<file path="src/rtl/imem_loader.sv">
// imem_loader: boot-time loader for the instruction memory.
// Parses a framed byte stream (16-bit word count, little-endian data words,
// XOR checksum), writes each assembled word to consecutive addresses, holds
// the CPU while loading and reports done or a classified error.
module imem_loader #(
    parameter int          ADDR_W       = 11,
    parameter int          DEPTH        = 2048,
    parameter logic [23:0] IDLE_TIMEOUT = 24'd5_000_000
) (
    input  logic              clk,
    input  logic              rst,
    input  logic              start,
    input  logic              rx_valid,
    input  logic [7:0]        rx_data,
    output logic              wr_en,
    output logic [ADDR_W-1:0] wr_addr,
    output logic [31:0]       wr_data,
    output logic              cpu_hold,
    output logic              done,
    output logic              error,
    output logic [1:0]        err_code,
    output logic [ADDR_W:0]   words_loaded
);

    typedef enum logic [2:0] {
        S_IDLE, S_HDR0, S_HDR1, S_CHK_N, S_DATA, S_CSUM, S_DONE, S_ERR
    } state_t;

    localparam logic [16:0] DEPTH_L = 17'(DEPTH);

    state_t state_reg, state_next;

    logic [15:0]       count_reg, count_next;
    logic [1:0]        lane_reg, lane_next;
    logic [23:0]       word_reg, word_next;       // bytes 0..2 of the word being built
    logic [7:0]        csum_reg, csum_next;
    logic [23:0]       tmo_reg, tmo_next;
    logic              pend_reg, pend_next;       // assembled word waiting to be written
    logic [31:0]       pend_data_reg, pend_data_next;
    logic              wr_en_reg, wr_en_next;
    logic [ADDR_W-1:0] wr_addr_reg, wr_addr_next;
    logic [31:0]       wr_data_reg, wr_data_next;
    logic              hold_reg, hold_next;
    logic              done_reg, done_next;
    logic              error_reg, error_next;
    logic [1:0]        err_code_reg, err_code_next;
    logic [ADDR_W:0]   words_reg, words_next;

    logic        n_big, n_zero, tmo_active, timeout_hit, accept_data, last_word, load_begin;
    logic [23:0] tmo_inc;

    // Decode helpers shared by the next-state and datapath logic
    always_comb begin
        n_big       = {1'b0, count_reg} > DEPTH_L;
        n_zero      = (count_reg == 16'd0);
        tmo_inc     = tmo_reg + 24'd1;
        tmo_active  = (state_reg == S_HDR0) || (state_reg == S_HDR1) ||
                      (state_reg == S_DATA) || (state_reg == S_CSUM);
        // An arriving byte always beats an expiring timer
        timeout_hit = tmo_active && !rx_valid && (IDLE_TIMEOUT != 24'd0) &&
                      (tmo_inc == IDLE_TIMEOUT);
        accept_data = rx_valid && ((state_reg == S_DATA) ||
                      ((state_reg == S_CHK_N) && !n_big && !n_zero));
        last_word   = (17'(words_reg) + 17'd1) == {1'b0, count_reg};
        load_begin  = start && ((state_reg == S_IDLE) || (state_reg == S_DONE) ||
                      (state_reg == S_ERR));
    end

    // State register
    always_ff @(posedge clk or negedge rst) begin
        if (!rst) state_reg <= S_IDLE;
        else      state_reg <= state_next;
    end

    // Next-state logic
    always_comb begin
        state_next = state_reg;
        case (state_reg)
            S_IDLE, S_DONE, S_ERR: if (start) state_next = S_HDR0;
            S_HDR0:  if (rx_valid) state_next = S_HDR1;
                     else if (timeout_hit) state_next = S_ERR;
            S_HDR1:  if (rx_valid) state_next = S_CHK_N;
                     else if (timeout_hit) state_next = S_ERR;
            S_CHK_N: if (n_big) state_next = S_ERR;
                     else if (n_zero) state_next = S_CSUM;
                     else state_next = S_DATA;
            S_DATA:  if (rx_valid && (lane_reg == 2'd3) && last_word) state_next = S_CSUM;
                     else if (timeout_hit) state_next = S_ERR;
            S_CSUM:  if (rx_valid) state_next = (rx_data == csum_reg) ? S_DONE : S_ERR;
                     else if (timeout_hit) state_next = S_ERR;
            default: state_next = S_IDLE;
        endcase
    end

    // Output and datapath next values
    always_comb begin
        count_next     = count_reg;
        lane_next      = lane_reg;
        word_next      = word_reg;
        csum_next      = csum_reg;
        tmo_next       = tmo_reg;
        pend_next      = 1'b0;
        pend_data_next = pend_data_reg;
        wr_en_next     = 1'b0;
        wr_addr_next   = wr_addr_reg;
        wr_data_next   = wr_data_reg;
        done_next      = done_reg;
        error_next     = error_reg;
        err_code_next  = err_code_reg;
        words_next     = words_reg;

        // Issue the word assembled on the previous edge
        if (pend_reg) begin
            wr_en_next   = 1'b1;
            wr_addr_next = words_reg[ADDR_W-1:0];
            wr_data_next = pend_data_reg;
            words_next   = words_reg + (ADDR_W+1)'(1);
        end

        if (state_reg == S_HDR0 && rx_valid) count_next[7:0]  = rx_data;
        if (state_reg == S_HDR1 && rx_valid) count_next[15:8] = rx_data;

        if (accept_data) begin
            csum_next = csum_reg ^ rx_data;
            case (lane_reg)
                2'd0:    word_next[7:0]   = rx_data;
                2'd1:    word_next[15:8]  = rx_data;
                2'd2:    word_next[23:16] = rx_data;
                default: begin
                    pend_next      = 1'b1;
                    pend_data_next = {rx_data, word_reg};
                end
            endcase
            lane_next = lane_reg + 2'd1;
        end

        if ((tmo_active && rx_valid) || accept_data) tmo_next = 24'd0;
        else if (tmo_active)                         tmo_next = tmo_inc;

        if (state_reg == S_CSUM && state_next == S_DONE) done_next = 1'b1;
        if (state_next == S_ERR && state_reg != S_ERR) begin
            error_next = 1'b1;
            if (state_reg == S_CHK_N)                 err_code_next = 2'b01;
            else if (state_reg == S_CSUM && rx_valid) err_code_next = 2'b10;
            else                                      err_code_next = 2'b11;
        end

        if (load_begin) begin
            done_next     = 1'b0;
            error_next    = 1'b0;
            err_code_next = 2'b00;
            words_next    = '0;
            lane_next     = 2'd0;
            csum_next     = 8'd0;
            tmo_next      = 24'd0;
            pend_next     = 1'b0;
        end

        hold_next = (state_next == S_HDR0) || (state_next == S_HDR1) ||
                    (state_next == S_CHK_N) || (state_next == S_DATA) ||
                    (state_next == S_CSUM);
    end

    // Datapath and output registers
    always_ff @(posedge clk or negedge rst) begin
        if (!rst) begin
            count_reg     <= '0;
            lane_reg      <= '0;
            word_reg      <= '0;
            csum_reg      <= '0;
            tmo_reg       <= '0;
            pend_reg      <= 1'b0;
            pend_data_reg <= '0;
            wr_en_reg     <= 1'b0;
            wr_addr_reg   <= '0;
            wr_data_reg   <= '0;
            hold_reg      <= 1'b0;
            done_reg      <= 1'b0;
            error_reg     <= 1'b0;
            err_code_reg  <= 2'b00;
            words_reg     <= '0;
        end else begin
            count_reg     <= count_next;
            lane_reg      <= lane_next;
            word_reg      <= word_next;
            csum_reg      <= csum_next;
            tmo_reg       <= tmo_next;
            pend_reg      <= pend_next;
            pend_data_reg <= pend_data_next;
            wr_en_reg     <= wr_en_next;
            wr_addr_reg   <= wr_addr_next;
            wr_data_reg   <= wr_data_next;
            hold_reg      <= hold_next;
            done_reg      <= done_next;
            error_reg     <= error_next;
            err_code_reg  <= err_code_next;
            words_reg     <= words_next;
        end
    end

    assign wr_en        = wr_en_reg;
    assign wr_addr      = wr_addr_reg;
    assign wr_data      = wr_data_reg;
    assign cpu_hold     = hold_reg;
    assign done         = done_reg;
    assign error        = error_reg;
    assign err_code     = err_code_reg;
    assign words_loaded = words_reg;

endmodule
</file>
<file path="config.mk">
export PLATFORM = sky130hd
export DESIGN_NAME = imem_loader
export DESIGN_NICKNAME = d
export VERILOG_FILES = /design/src/rtl/imem_loader.sv
export SDC_FILE = /design/constraint.sdc
export NUM_CORES = 1
export LEC_CHECK = 0
export CAP_MARGIN = 25
export CORE_MARGIN = 5
export CORE_UTILIZATION = 45
export CTS_CLUSTER_DIAMETER = 80
export CTS_CLUSTER_SIZE = 24
export DETAILED_ROUTE_END_ITERATION = 10
export PLACE_DENSITY = 0.71
export SLEW_MARGIN = 25
export SYNTH_ARGS = -nofsm -noshare
export SYNTH_HDL_FRONTEND = slang
export SYNTH_SLANG_ARGS = --single-unit
</file>
<file path="constraint.sdc">
create_clock -name clk -period 3.5 [get_ports clk]
set_input_delay 0.7 -clock clk [delete_from_list [all_inputs] [get_ports clk]]
set_output_delay 0.7 -clock clk [all_outputs]
set_load 0.01 [all_outputs]
</file>
* Word-level counts from Yosys, hierarchy flattened *
Cells that the tools add are included.

word-level totals
  flip-flop bits (word level) = 171
  input port bits = 12
  output and inout bits = 61

cells by class
  add/sub/neg operators = 4
  magnitude comparators = 1
  equality and inequality tests = 21
  muxes and demuxes = 31
  bitwise logic cells = 2
  reductions and logical operators = 42

operator list
  operator               number
  $mux 24                3
  $add 24x1->24 const B  1
  $eq 24x23->1 const B   1
  $eq 3x3->1 const B     8
  $mux 12                2
  $mux 3                 6
  $pmux 3 s6             1
  $eq 13x16->1           1
  $gt 16x12->1 const B   1
  $logic_not 16->1       1
  $mux 8                 2
  $logic_and 1x1->1      14
  $add 12x1->13 const B  1
  $add 12x1->12 const B  1
  $eq 3x2->1 const B     4
  $mux 2                 6
  $logic_or 1x1->1       11
  $mux 1                 11
  $eq 8x8->1             1
  $reduce_and 2->1       4
  $reduce_bool 2->1      4
  $xor 8x8->8            1
  $eq 3x1->1 const B     2
  $reduce_or 3->1        2
  9 further kinds        12

* Longest topological paths before layout *
  depth after elaboration = 14
  gate-level depth with buffers = 11

* Worst setup path after synthesis *
Ideal clock, no wire load.

  path type = register -> register
  from = register tmo_reg[0]
  to = register hold_reg (netlist: cpu_hold)
  library setup time = 0.079 ns
  arrival = 2.546 ns
  path slack = 0.875 ns
  stages on the path, launching flop included = 9
  path through = dfrtp_1 a311oi_1 a31oi_1 or4_1 or4b_1 a2111o_1 o21ai_1 o311a_2 mux2i_1

between the ends
  cells in the longest elaborated chain, start to end = 11

RTL lines
  item                                             RTL line  RTL
  start, declared                                  37        logic [23:0] tmo_reg, tmo_next;
  start signal, assigned                           187       tmo_reg <= tmo_next;
  $add 24x1->24 *                                  56        tmo_inc = tmo_reg + 24'd1;
  $eq 24x23->1 *                                   61        (tmo_inc == IDLE_TIMEOUT);
  $logic_and 1x1->1 *                              60        timeout_hit = tmo_active && !rx_valid && (IDLE_TIMEOUT != 24'd0) &&
  $mux 3 *                                         --
  $mux 3 (on tied branches)                        --
  $pmux 3 s6 *                                     78        case (state_reg)
  net state_next[2]                                31        state_t state_reg, state_next;
  $eq 3x1->1 / $eq 3x2->1 (equally long branches)  159       hold_next = (state_next == S_HDR0) || (state_next == S_HDR1) ||
  $logic_or 1x1->1 (2 in series)                   159
  $logic_or 1x1->1                                 160       (state_next == S_CHK_N) || (state_next == S_DATA) ||
  $logic_or 1x1->1 *                               160
  net hold_next                                    43        logic hold_reg, hold_next;
  end signal, assigned                             193       hold_reg <= hold_next;
  end, declared                                    43

The timed path passes the listed nets; every way through them passes the cells marked *.
A chain may end at the register's enable or synchronous reset.

* Final worst setup path *
  from = register state_reg[2]
  to = register hold_reg (netlist: cpu_hold)

between the ends
  cells in the longest elaborated chain, start to end = 14

RTL lines
  item                                             RTL line  RTL
  start, declared                                  31
  start signal, assigned                           72        else state_reg <= state_next;
  $eq 3x1->1 / $eq 3x2->1 (equally long branches)  57, 78
  $logic_or 1x1->1 (2 in series)                   57        tmo_active = (state_reg == S_HDR0) || (state_reg == S_HDR1) ||
  $logic_or 1x1->1                                 58        (state_reg == S_DATA) || (state_reg == S_CSUM);
  $logic_and 1x1->1 (2 in series)                  60
  $mux 3                                           --
  $mux 3 (on tied branches)                        --
  $pmux 3 s6 *                                     78
  net state_next[2]                                31
  $eq 3x1->1 / $eq 3x2->1 (equally long branches)  159
  $logic_or 1x1->1 (2 in series)                   159
  $logic_or 1x1->1                                 160
  $logic_or 1x1->1 *                               160
  net hold_next                                    43

Marked as above.

==> results.yml <==
status:
  status: "finished clean"
cells_and_area:
  nNetsFinal: 823
  utilization_pct: 54.22
  syn_to_final_growth_pct: 19.04
  finalNonFillerCells: 1046
  nFillCells: 1545
  drive_above_1_share_pct: 21.91
  stdcell_area_mm2: 0.009707
  layout.cells.most_common_list: "dfrtp_1 (170), mux2_2 (111), nor2_1 (71), clkdlybuf4s50_1 (71), nand2_1 (54)"
  mostFrequentLayoutCell: "dfrtp_1"
  antenna_cells: 0
synthesis:
  ys_ff_latch: 171
  yosysTopAreaCell: "dfrtp_1"
  syn_inst: 742
  synth_edf_count: 0
  synth_seq_area_share_pct: 52.48
  ys_types: 62
  synth.top_cell.area_share_pct: 52.48
  ys.flop_type: "dfrtp_1"
  syn_area_mm2: 0.008154
  synth_nets: 761
  ys.warnings.count: 0
  synthArstFlopShare_pct: 100.0
  syn-mean-instance-area_um2: 10.99
  netlist_top_cells_area: "dfrtp_1 (52%), mux2_2 (15%), nor2_1 (3.3%)"
sta:
  finalHoldViolations: 0
  timing.final.crit_share_pct: 85.95
  finalCriticalPeriod_ps: 3008
  slew_headroom_pct: 47.96
  rsz0062_at_grt: "false"
  finalMaxSlewViolations: 0
  skew_ps: 13.06
  timing.fmax_ghz: 0.3324
  worstMarginPinSlew_ps: 772.4
  setup_viol: 0
  tns_ps: 0
power_and_ir_drop:
  ir_worst_vdd_v: 0.0004500
  totalPowerFinal_mw: 5.986
  leakage_nw: 4.321
  powerDensity_mw_per_mm2: 616.7
worst_setup_path:
  reg2reg_from: "state_reg[2]$_DFF_PN0_"
  arrival_ps: 3360
  ff2ff_path_depth: 8
  r2r-end: "cpu_hold$_DFF_PN0_"
  critPathLaunchType: "register"
  end_kind: "register"
  r2r_slack_ps: 490
  cp.required_ps: 3850
  cp_max_fo: 11
  crit_type: "reg2reg"
clock_network:
  ctsHoldBuffers: 0
  cts_buffers: 17
  h-tree-depth: 4
  cts_resized: 0
  clock_latency_ps: 430
  cts_tree: "yes"
  post_cts_buffers: 0
  cts-root-buf: "clkbuf_16"
  clock_path_buffers: 2
  clk_pin_slew_ps: 80
  cts_sinks: 171
floorplan:
  die_area_mm2: 0.02091
  start_util_pct: 45.55
  die_w_um: 144.6
  core_area_mm2: 0.01790
  fp-row-count: 49
  die_y_um: 144.6
  ioPinCount: 73
global_route:
  grt_pass1_wl_mm: 30.67
  grt_max_degree: 63
  grtUsageTotal_pct: 18.37
  gr-total-overflow: 0
  first_global_vias: 6022
  grt_antenna_before_repair: 0
routing:
  dr_wl_met3_um: 587
  ant_nets: 0
  drcViolationCount: 0
  drtPass1Iterations: 4
  routed.top_layer: "met4"
  viasPerCell: 5.468
  drt_iter0_drc: 382
  via_count: 5720
  wl_met1_mm: 8.238
  wl_met2_mm: 8.801
  drt-total-wl_mm: 17.78
  wire_per_inst_um: 16.99
flow_run:
  drv_cap: 0
placed_design:
  dp.cells: 1014
  dp_hpwl_mm: 11.80
  placed_area_mm2: 0.009097
  port-buffer-count: 72
  gp_congestion: 0.8697
hold_path:
  hp-class: "in2async"
cell usage after synthesis, types with 3 or more instances:
master    count
a21oi_1      44
nand2_1      54
buf_1        11
nor2_1       71
nor2b_1       3
nand4_1      14
and4_1        3
xnor2_1      17
o21ai_0      29
xor2_1       23
or3_1         4
and3_1        4
buf_6         3
nor3_1       19
ha_1          7
nor4_1        8
a22oi_1       4
a31oi_1       7
inv_1        10
mux2i_1      10
o22ai_1       5
dfrtp_1     171
or4_1         4
clkbuf_1     29
mux2_2      111
nand3_1      23
o21a_1        5
nand2b_1      4
logic make-up after synthesis:
family,synth area share [%]
DFF,52.48
AOI/OAI and AO/OA,8.470
muxes,16.56
xor gates and xnor gates,4.296
adders and majority gates,1.074
and+or+nand+nor,13.76
buffers and inverters,3.360
where the power goes:
part / total (mW) / switching [mW] / internal (mW)
registers: 2.66 / 0.319 / 2.35
logic: 1.42 / 0.773 / 0.648
clock network: 1.90 / 0.917 / 0.984
stage by stage:
step | setup WS [ps] | hold slack [ps]
after detailed placement | 264.5 | 489.3
final | 491.9 | 258.7
after floorplan | 874.9 | 351.9
after global placement | 345.9 | 483.6
after CTS | 516.1 | 283.9
after global routing | 347.1 | 301.0
final cells by class:
class                           count  area, µm²  area share (%)
Clock buffer                       18      439.2           4.524
Inverter                           10      37.54          0.3867
Timing Repair Buffer               92      884.6           9.113
Multi-Input combinational cell    512       3608           37.17
Clock inverter                     14      170.2           1.753
Tap cell                          229      286.5           2.952
Sequential cell                   171       4280           44.10
per-layer routing:
metal / global-route usage, % / vias to the layer above
met5: 0 / -
met1: 25.05 / 2867
met2: 30.33 / 88
li1: - / 2749
met3: 4.332 / 16
met4: 3.633 / 0
worst max-delay path, stage by stage, from the launching register on:
cell and delay [ps]:
dfrtp_1 500, nor2_1 360, xor2_2 130, or4_1 480
or4b_1 520, a2111o_1 360, nor2_4 170, o311a_2 200
mux2i_1 200
worst max path at each step:
stage	start	endpoint	slack, ps
floorplan	tmo_reg[0]$_DFFE_PN0P_	cpu_hold$_DFF_PN0_	870
global placement	rx_valid	cpu_hold$_DFF_PN0_	350
detailed placement	rx_valid	cpu_hold$_DFF_PN0_	260
CTS	state_reg[2]$_DFF_PN0_	cpu_hold$_DFF_PN0_	520
global route	words_loaded[0]$_DFFE_PN0P_	err_code[0]$_DFFE_PN0P_	350
finish	state_reg[2]$_DFF_PN0_	cpu_hold$_DFF_PN0_	490
Note: power is estimated with default switching activity, not from simulation.
